==> config.mk <==
export PLATFORM = sky130hd
export DESIGN_NAME = nettlp_cmd_rx
export DESIGN_NICKNAME = d
export VERILOG_FILES = /design/src/rtl/nettlp_cmd_rx.sv
export SDC_FILE = /design/constraint.sdc
export NUM_CORES = 1
export LEC_CHECK = 0
export BUFFER_PORTS_ARGS = -buffer_cell sky130_fd_sc_hd__buf_4
export CAP_MARGIN = 10
export CORE_AREA = 2 2 117 119
export DETAILED_ROUTE_END_ITERATION = 7
export DIE_AREA = 0 0 119 121
export PLACE_DENSITY = 0.79
export SETUP_SLACK_MARGIN = 0.3
export SLEW_MARGIN = 20
export SYNTH_ARGS = -nofsm -noshare
export SYNTH_HDL_FRONTEND = slang
export SYNTH_SLANG_ARGS = --single-unit
==> constraint.sdc <==
create_clock -name clk -period 2.49 [get_ports clk]
set_input_delay 0.498 -clock clk [delete_from_list [all_inputs] [get_ports clk]]
set_output_delay 0.498 -clock clk [all_outputs]
set_load 0.005 [all_outputs]
==> src/rtl/nettlp_cmd_rx.sv <==
// NetTLP command receiver: parses 2-beat command packets from a 64-bit
// AXI-Stream, validates magic/opcode, and pushes one 96-bit command word
// into the command FIFO. Malformed packets are drained and counted.
module nettlp_cmd_rx #(
    parameter logic [15:0] MAGIC = 16'h4E54,
    parameter int          CNT_W = 32
) (
    input  logic             clk,
    input  logic             rst,
    input  logic [63:0]      s_tdata,
    input  logic             s_tvalid,
    input  logic             s_tlast,
    output logic             s_tready,
    output logic             fifo_cmd_wr_en,
    input  logic             fifo_cmd_full,
    output logic [95:0]      fifo_cmd_din,
    output logic [CNT_W-1:0] pkt_ok_cnt,
    output logic [CNT_W-1:0] pkt_drop_cnt
);

    typedef enum logic [1:0] {HDR, BODY, PUSH, DRAIN} state_e;

    state_e             state_q, state_d;
    logic [95:0]        din_q, din_d;
    logic [CNT_W-1:0]   ok_q, ok_d;
    logic [CNT_W-1:0]   drop_q, drop_d;
    logic               ready;
    logic               push;
    logic               hdr_good;
    logic [7:0]         opcode;

    assign opcode   = s_tdata[47:40];
    assign hdr_good = (s_tdata[63:48] == MAGIC) &&
                      (opcode == 8'h01 || opcode == 8'h02);

    // Next-state, datapath latching and counter updates
    always_comb begin
        state_d = state_q;
        din_d   = din_q;
        ok_d    = ok_q;
        drop_d  = drop_q;
        ready   = 1'b0;
        push    = 1'b0;
        case (state_q)
            HDR: begin
                ready = 1'b1;
                if (s_tvalid) begin
                    din_d[95:64] = {opcode, s_tdata[39:24], 8'h00};
                    if (hdr_good && !s_tlast) begin
                        state_d = BODY;
                    end else if (s_tlast) begin
                        // bad or short single-beat packet: already complete
                        drop_d = drop_q + CNT_W'(1);
                    end else begin
                        state_d = DRAIN;
                    end
                end
            end
            BODY: begin
                ready = 1'b1;
                if (s_tvalid) begin
                    din_d[63:0] = s_tdata;
                    state_d     = s_tlast ? PUSH : DRAIN;
                end
            end
            PUSH: begin
                // din is frozen here; only the FIFO's full flag gates the push
                if (!fifo_cmd_full) begin
                    push    = 1'b1;
                    ok_d    = ok_q + CNT_W'(1);
                    state_d = HDR;
                end
            end
            DRAIN: begin
                ready = 1'b1;
                if (s_tvalid && s_tlast) begin
                    drop_d  = drop_q + CNT_W'(1);
                    state_d = HDR;
                end
            end
            default: state_d = HDR;
        endcase
    end

    // Handshake outputs are held low while reset is asserted
    assign s_tready       = rst && ready;
    assign fifo_cmd_wr_en = rst && push;
    assign fifo_cmd_din   = din_q;
    assign pkt_ok_cnt     = ok_q;
    assign pkt_drop_cnt   = drop_q;

    // State, command word and statistics registers
    always_ff @(posedge clk) begin
        if (!rst) begin
            state_q <= HDR;
            din_q   <= '0;
            ok_q    <= '0;
            drop_q  <= '0;
        end else begin
            state_q <= state_d;
            din_q   <= din_d;
            ok_q    <= ok_d;
            drop_q  <= drop_d;
        end
    end

endmodule

==> results of run 1 <==
registers in the layout, indices dropped and copies added (netlist names):
register,count
fifo_cmd_din,88
pkt_drop_cnt,32
pkt_ok_cnt,32
state_q,2
metal layers:
metal	GRT usage, %	routed length, microns	vias up
li1	-	-	3116
met1	29.8	7510	2916
met2	39.9	8630	221
met3	8.13	1590	24
met4	8.71	265	0
met5	0	0	-
logic make-up (layout without fill, tap and decap cells):
family | Yosys count | count (layout) | synth area share (%)
AO/OA/AOI/OAI | 160 | 160 | 13.4
XOR/XNOR | 20 | 20 | 2.84
adder cells (fa/ha/maj) | 2 | 2 | 0.389
buffers and inverters | 66 | 270 | 4.97
flip-flops | 154 | 154 | 48.0
multiplexers | 14 | 14 | 2.18
other | 1 | 8 | 0.0584
AND/OR/NAND/NOR | 372 | 372 | 28.2
report_power, final:
group	internal [mW]	switching, mW	total [mW]
Clock	1.71	1.04	2.75
Combinational	0.217	0.241	0.458
Sequential	2.53	0.0446	2.58
Total	4.46	1.33	5.78
final timing paths:
check	slack, ps	end	from	cells past startpoint
setup reg to reg	530	pkt_ok_cnt[31]$_SDFFE_PN0P_	pkt_ok_cnt[12]$_SDFFE_PN0P_	4
setup / recovery	400	fifo_cmd_wr_en	state_q[1]$_SDFFE_PN0P_	4
hold / removal	320	fifo_cmd_din[10]$_SDFFE_PN0P_	s_tdata[10]	3
hold reg to reg	450	fifo_cmd_din[9]$_SDFFE_PN0P_	fifo_cmd_din[9]$_SDFFE_PN0P_	2
tightest hold or removal path, delay by kind of cell:
family,cells,cell delay [ps]
and+or+nand+nor,1,40
buffers and inverters,1,110
AOI/OAI and AO/OA,1,50
layout make-up:
type / instances / share of cell area, %
sequential: 154 / 35.1
multi-input combinational: 576 / 34.8
timing repair buffer: 231 / 20.0
clock buffer: 18 / 5.00
tap: 176 / 2.50
clock inverter: 14 / 2.22
inverter: 7 / 0.327
synthesized netlist by cell type, types with 8 or more instances:
master    instances  area [sq um]
a21oi_1         124           621
and3_1            8          50.1
and4_1           10          87.6
buf_4            10          75.1
clkbuf_1         39           146
dfxtp_1         154          3080
mux2i_1          14           140
nand2_1         214           803
nand2b_1         14          87.6
nand3_1          21           105
nand4_1          20           125
nor2_1           21          78.8
nor4_1           19           119
o21ai_0          12          60.1
o31ai_1          21           158
or3_1             9          56.3
or4_1            20           150
xor2_1           12           105
metrics by stage:
step / total power, mW / cell area, sq um / hold WS, ps
floorplan: 2.83 / 6450 / 450
global placement: 3.08 / 8150 / 442
detailed placement: 3.09 / 8150 / 447
CTS: 5.82 / 8790 / 310
global route: 5.99 / 8790 / 321
finish: 5.78 / 8790 / 323
repair_timing:
action                     4_1_cts  5_1_grt
setup endpoints to repair        1        8
hold endpoints to repair         0        0
hold buffers                     0        0
resized for setup                1        2
pin swaps                        0        0
==> results.md, run 1 <==
* Commonest cells after routing, fill and taps aside: buf_4 (229), nand2_1 (212), dfxtp_1 (152)
* Worst-path clk slew at 60 ps
* Buffers on Ports at 222
* Crit-path most repeated cell: buf_4
* Fin nets at 1058
* Starting utilization of the core area at 49.1%
* Post-route minimum period at 2090 ps
* CTS tree: done
* Final non-filler cell total at 1176
* Status: completed
* Initial drt markers at 411
* Util after Layout at 67.2%
* Min-Delay Path Class: in -> reg
* Number of global-route vias before repair at 5698
* Post-Syn Area at approximately 6400 sq um
* Yosys warnings at 0
* CP max stage delay at 410 ps
* Netlist cell types at 46
* GRT Total Usage at 24.3%
* Top FF cell, synth: dfxtp_1
* Critical setup path kind: reg -> out
* Worst Path Required at ~2000 ps
* Root buffer cell: clkbuf_16
* # rows at 42
* CP endpoint kind: primary output
* Crit path cell chain: nor3b_4 -> buf_4 -> and2_1 -> buf_4
* Worst vdd rail ir drop at 0.000480 V
* Final setup fails at 0
* Fin worst setup slack at 403 ps
* Num ports at between 200 and 250
* Headroom to the max-slew limit at about 57%
* Largest net degree at the start of global routing at 139
* Post-CTS setup buffer count at 0
* DR WL/cell at ~15 microns
* Die span in y at 121 microns
* Slowest stage cell on the critical path: dfxtp_2
* Avg Inst Size Synth at 8.14 sq um
* Die area at around 14000 sq um
* Area grow syn2layout at 36.8%
* Critical path buffers and inverters at 2
* Worst Path Arrival at roughly 1600 ps
* Initial antenna violation count at 0
* PD cells at 658 nW/um^2
* Yosys reg bits at 154
* Register Area at 3090 sq um
* DRC at 0
* # H-tree levels at 4
* Routed Antenna Nets at 0
* Fin Setup TNS at 0 ps
* Core Region at 13100 sq um
* Max frequency at 479 MHz
* Pleak at ~3.5 nW
* Most common cell after layout, fill and taps aside: buf_4
* Area of the multi-input gates at 3060 sq um
* # diodes at 0
* Final Max Slew Viols at 0
* Max Root-Sink Buffers at 2
* Via/cell ratio at 5.34
* GP Congestion at 0.794
* FILL cells at 1095
* Place WS at 423 ps
* Global route overflow at 0
* Worst-skew pair later-pin latency at 420 ps
* Post-synth EDFFs at 0
* Period utilization at between 80 and 90%
* Startpoint Class: register
* Post-synthesis instance total at 789
* FFs w/ async S/R, synth at 0%
* CTS Sinks at 154
* Clk_skew at 6.27 ps
* Vias at 6277
* Unrepaired setup endpoints after global routing: no
* Worst Max-Slew Pin Slew at 642 ps
* Share of cells above drive strength 1 at 27.8%
* Global-route wire length before repair at 28500 microns
* Register area share after synthesis at 48.0%
* Routed wire length at 18000 microns
* Final hold vios at 0
* Dpl hpwl at 12200 microns
* Total CTS buffers at 17
* Critical path's top delay family: simple AND/OR/NAND/NOR gates
* CP Max Fanout at 12
* Number of iterations in the first detailed-routing pass at 5
* DP Cell Count at approximately 1100
* Max-cap viol count at 0
* Die width at 119 microns
Note: power is estimated with default switching activity, not from simulation.
==> run 2, diff against run 1 <==
--- a/config.mk
+++ b/config.mk
@@ -5,12 +5,13 @@
 export SDC_FILE = /design/constraint.sdc
 export NUM_CORES = 1
 export LEC_CHECK = 0
+export ABC_AREA = 1
 export BUFFER_PORTS_ARGS = -buffer_cell sky130_fd_sc_hd__buf_4
 export CAP_MARGIN = 10
-export CORE_AREA = 2 2 117 119
+export CORE_AREA = 2 2 128 130
 export DETAILED_ROUTE_END_ITERATION = 7
-export DIE_AREA = 0 0 119 121
-export PLACE_DENSITY = 0.79
+export DIE_AREA = 0 0 130 132
+export PLACE_DENSITY = 0.75
 export SETUP_SLACK_MARGIN = 0.3
 export SLEW_MARGIN = 20
 export SYNTH_ARGS = -nofsm -noshare
==> constraint.sdc (replaced) <==
create_clock -name clk -period 1.7 [get_ports clk]
set_input_delay 0.34 -clock clk [delete_from_list [all_inputs] [get_ports clk]]
set_output_delay 0.34 -clock clk [all_outputs]
set_load 0.005 [all_outputs]
==> results.md, run 2 <==
* Status: finished with violations
* Failing checks: negative setup slack
* # diodes at 0
* Unrepaired setup endpoints after global routing: yes
* CP Max Fanout at 6
* Number of iterations in the first detailed-routing pass at 8
* Share of cells above drive strength 1 at 49.4%
* Die width at approximately 130 microns
* Buffers on Ports at 222
* Avg Inst Size Synth at roughly 6.7 sq um
* Global route overflow at 0
* Final setup fails at 2
* Hold Crit Endpoint: fifo_cmd_din[79]$_SDFFE_PN0P_
* Min-Delay Path Class: in -> reg
* FILL cells at a little over 1000
* Post-synthesis instance total at ~1100
* Max Root-Sink Buffers at 2
* Launch point of the worst hold path: s_tdata[31]
* Util after Layout at 79.7%
* Worst Path Arrival at roughly 2000 ps
* Starting utilization of the core area at a little under half
* Core Region at between 15000 and 20000 sq um
* Routed Antenna Nets at 0
* Netlist cell types at 31
* Routed wire length at 29600 microns
* Max-cap viol count at 0
* Clock power frac at roughly a third
* Die span in y at approximately 130 microns
* Total power at 13.1 mW
* Yosys reg bits at 154
* CTS tree: done
* Global-route wire length before repair at 40500 microns
* Largest net degree at the start of global routing at 59
* Final Cell Area at 12500 sq um
* Worst-path clk slew at 70 ps
* Yosys warnings at 0
* Startpoint Class: register
* DR WL/cell at 18.4 microns
* GP Congestion at 0.883
* Critical setup path kind: reg -> reg
* Post-synth top area share at 43.1%
* CTS Sinks at 154
* Dpl hpwl at 15300 microns
* Post-synth EDFFs at 0
* Sw frac at 31.5%
* Reg2reg setup slack at -20 ps
* Worst vdd rail ir drop at 0.000859 V
* PD cells at 1040 nW/um^2
* CP endpoint kind: register
* Via/cell ratio at 5.54
* FF-to-FF Start: state_q[0]$_SDFFE_PN0P_
* Die area at 17200 sq um
* Total CTS buffers at 17
* Max frequency at 582 MHz
* # rows at 46
* Dpl cell area at 9190 sq um
* Reg2Reg Depth at 11
* Initial antenna violation count at 0
* Area contributors post-synth: dfxtp_1 (43%), nand2_1 (15%), nor2_1 (9.6%)
* Post-Syn Area at 7150 sq um
* Final hold vios at 0
* Period utilization at 101%
* Vias at 8893
* Worst hold path depth at 3
* Root buffer cell: clkbuf_16
* Num ports at roughly 230
* Initial drt markers at 831
* Share of power burned in registers at 32.5%
* Largest area contributor in the netlist: dfxtp_1
* Top post-synthesis cells by count: nand2_1 (290), nor2_1 (182), dfxtp_1 (154)
* Register area share after synthesis at 43.1%
* Most common cell after layout, fill and taps aside: buf_4
* Area of the multi-input gates at 4970 sq um
* Worst-skew pair later-pin latency at approximately 420 ps
* Register Area at about 3200 sq um
* FFs w/ async S/R, synth at 0%
* Worst Max-Slew Pin Slew at 686 ps
* Internal power at 8.96 mW
* # H-tree levels at 4
* Worst Path Required at 2000 ps
* Reg-to-Reg End: fifo_cmd_din[11]$_SDFFE_PN0P_
* Max reg flops at a little under 90
* Fin worst setup slack at -18.5 ps
* Final Max Slew Viols at 0
* Switching power at between 4 and 5 mW
* Combinational Power Share at 35.7%
* Headroom to the max-slew limit at between 50% and 60%
* Commonest cells after routing, fill and taps aside: buf_4 (268), nand2_1 (190), nor2_1 (131)
* DRC at 0
* Area grow syn2layout at 75.1%
* Fin Setup TNS at -30.3 ps
* Cell with the most instances after synthesis: nand2_1
* Number of global-route vias before repair at 8024
* GRT Total Usage at 29.8%
* Clk_skew at 10.6 ps
* Top FF cell, synth: dfxtp_1
* Fin nets at 1448
* Post-route minimum period at 1720 ps
* CP startpoint: state_q[0]$_SDFFE_PN0P_
* Pleak at 5.04 nW
## run 2: cell types whose count changed after synthesis, moves of 11 or more
cell and change:
nor2_1 +161, nand2_1 +76, nand3_1 +72, inv_1 +67, o21ai_0 +28, o31ai_1 -21
or4_1 -20, nor4_1 -19, a21oi_1 -16, mux2i_1 -14, nand2b_1 -14, nor3_1 +11
## run 2: logic make-up after synthesis
family	Yosys count	share of synthesized area [%]
xor gates and xnor gates	10	1.23
adders and majority gates	2	0.350
other	1	0.0525
AOI/OAI and AO/OA	154	11.2
DFF	154	43.1
buffers and inverters	133	7.89
and+or+nand+nor	617	36.2
## run 2: per-stage QoR
step           std cells  worst slack (ps)  hold WS (ps)
2_1_floorplan       1078               309           457
3_3_place_gp        1495              -338           449
3_5_place_dp        1495              -355           454
4_1_cts             1580              50.7           143
5_1_grt             1605             -64.9           151
6_report            1605             -18.5           150
## run 2: how the worst max path moves through the flow
stage	slack, ps	cells past startpoint	endpoint
after floorplan	310	10	pkt_ok_cnt[24]$_SDFFE_PN0P_
after global placement	-340	6	fifo_cmd_din[85]$_SDFFE_PN0P_
after detailed placement	-350	6	fifo_cmd_din[85]$_SDFFE_PN0P_
after CTS	50	6	fifo_cmd_wr_en
after global routing	-60	11	pkt_ok_cnt[22]$_SDFFE_PN0P_
final	-20	11	fifo_cmd_din[11]$_SDFFE_PN0P_
## run 2: layer usage
layer	up-vias	wire, microns	GRT usage [%]
met5	-	0	0
met4	0	1350	13.3
met3	122	2600	7.31
met2	509	14700	50.0
met1	4207	11000	35.7
li1	4055	-	-
## run 2: area by class of cell
| cell class | instances | share of cell area, % |
|---|---|---|
| timing repair buffer | 333 | 25.5 |
| multi-input combinational | 793 | 39.7 |
| sequential | 154 | 25.3 |
| inverter | 78 | 2.39 |
| clock inverter | 13 | 1.61 |
| tap | 216 | 2.16 |
| clock buffer | 18 | 3.43 |
## run 2: power groups by stage
stage / Sequential (mW) / Combinational (mW) / Clock, mW
after floorplan: 4.24 / 1.11 / 0
after global placement: 4.23 / 2.17 / 0
after detailed placement: 4.23 / 2.20 / 0
after CTS: 4.20 / 3.80 / 4.16
after global routing: 4.28 / 4.89 / 4.35
final: 4.25 / 4.67 / 4.17
## run 2: repair_timing
item | CTS | global route
cloned | 17 | 2
resized for setup | 221 | 258
endpoints found under the setup margin | 150 | 165
hold buffers | 0 | 0
setup buffers | 37 | 23
pin swaps | 31 | 47
## run 2: critical path, cell delays in order, from the launching register on
cell     delay [ps]
dfxtp_2         340
inv_2            40
buf_6           120
buf_12          120
buf_4           130
nor2_4          130
buf_6           150
nand2_8          80
buf_12          180
buf_16          150
nand2_2          70
a21oi_1          60
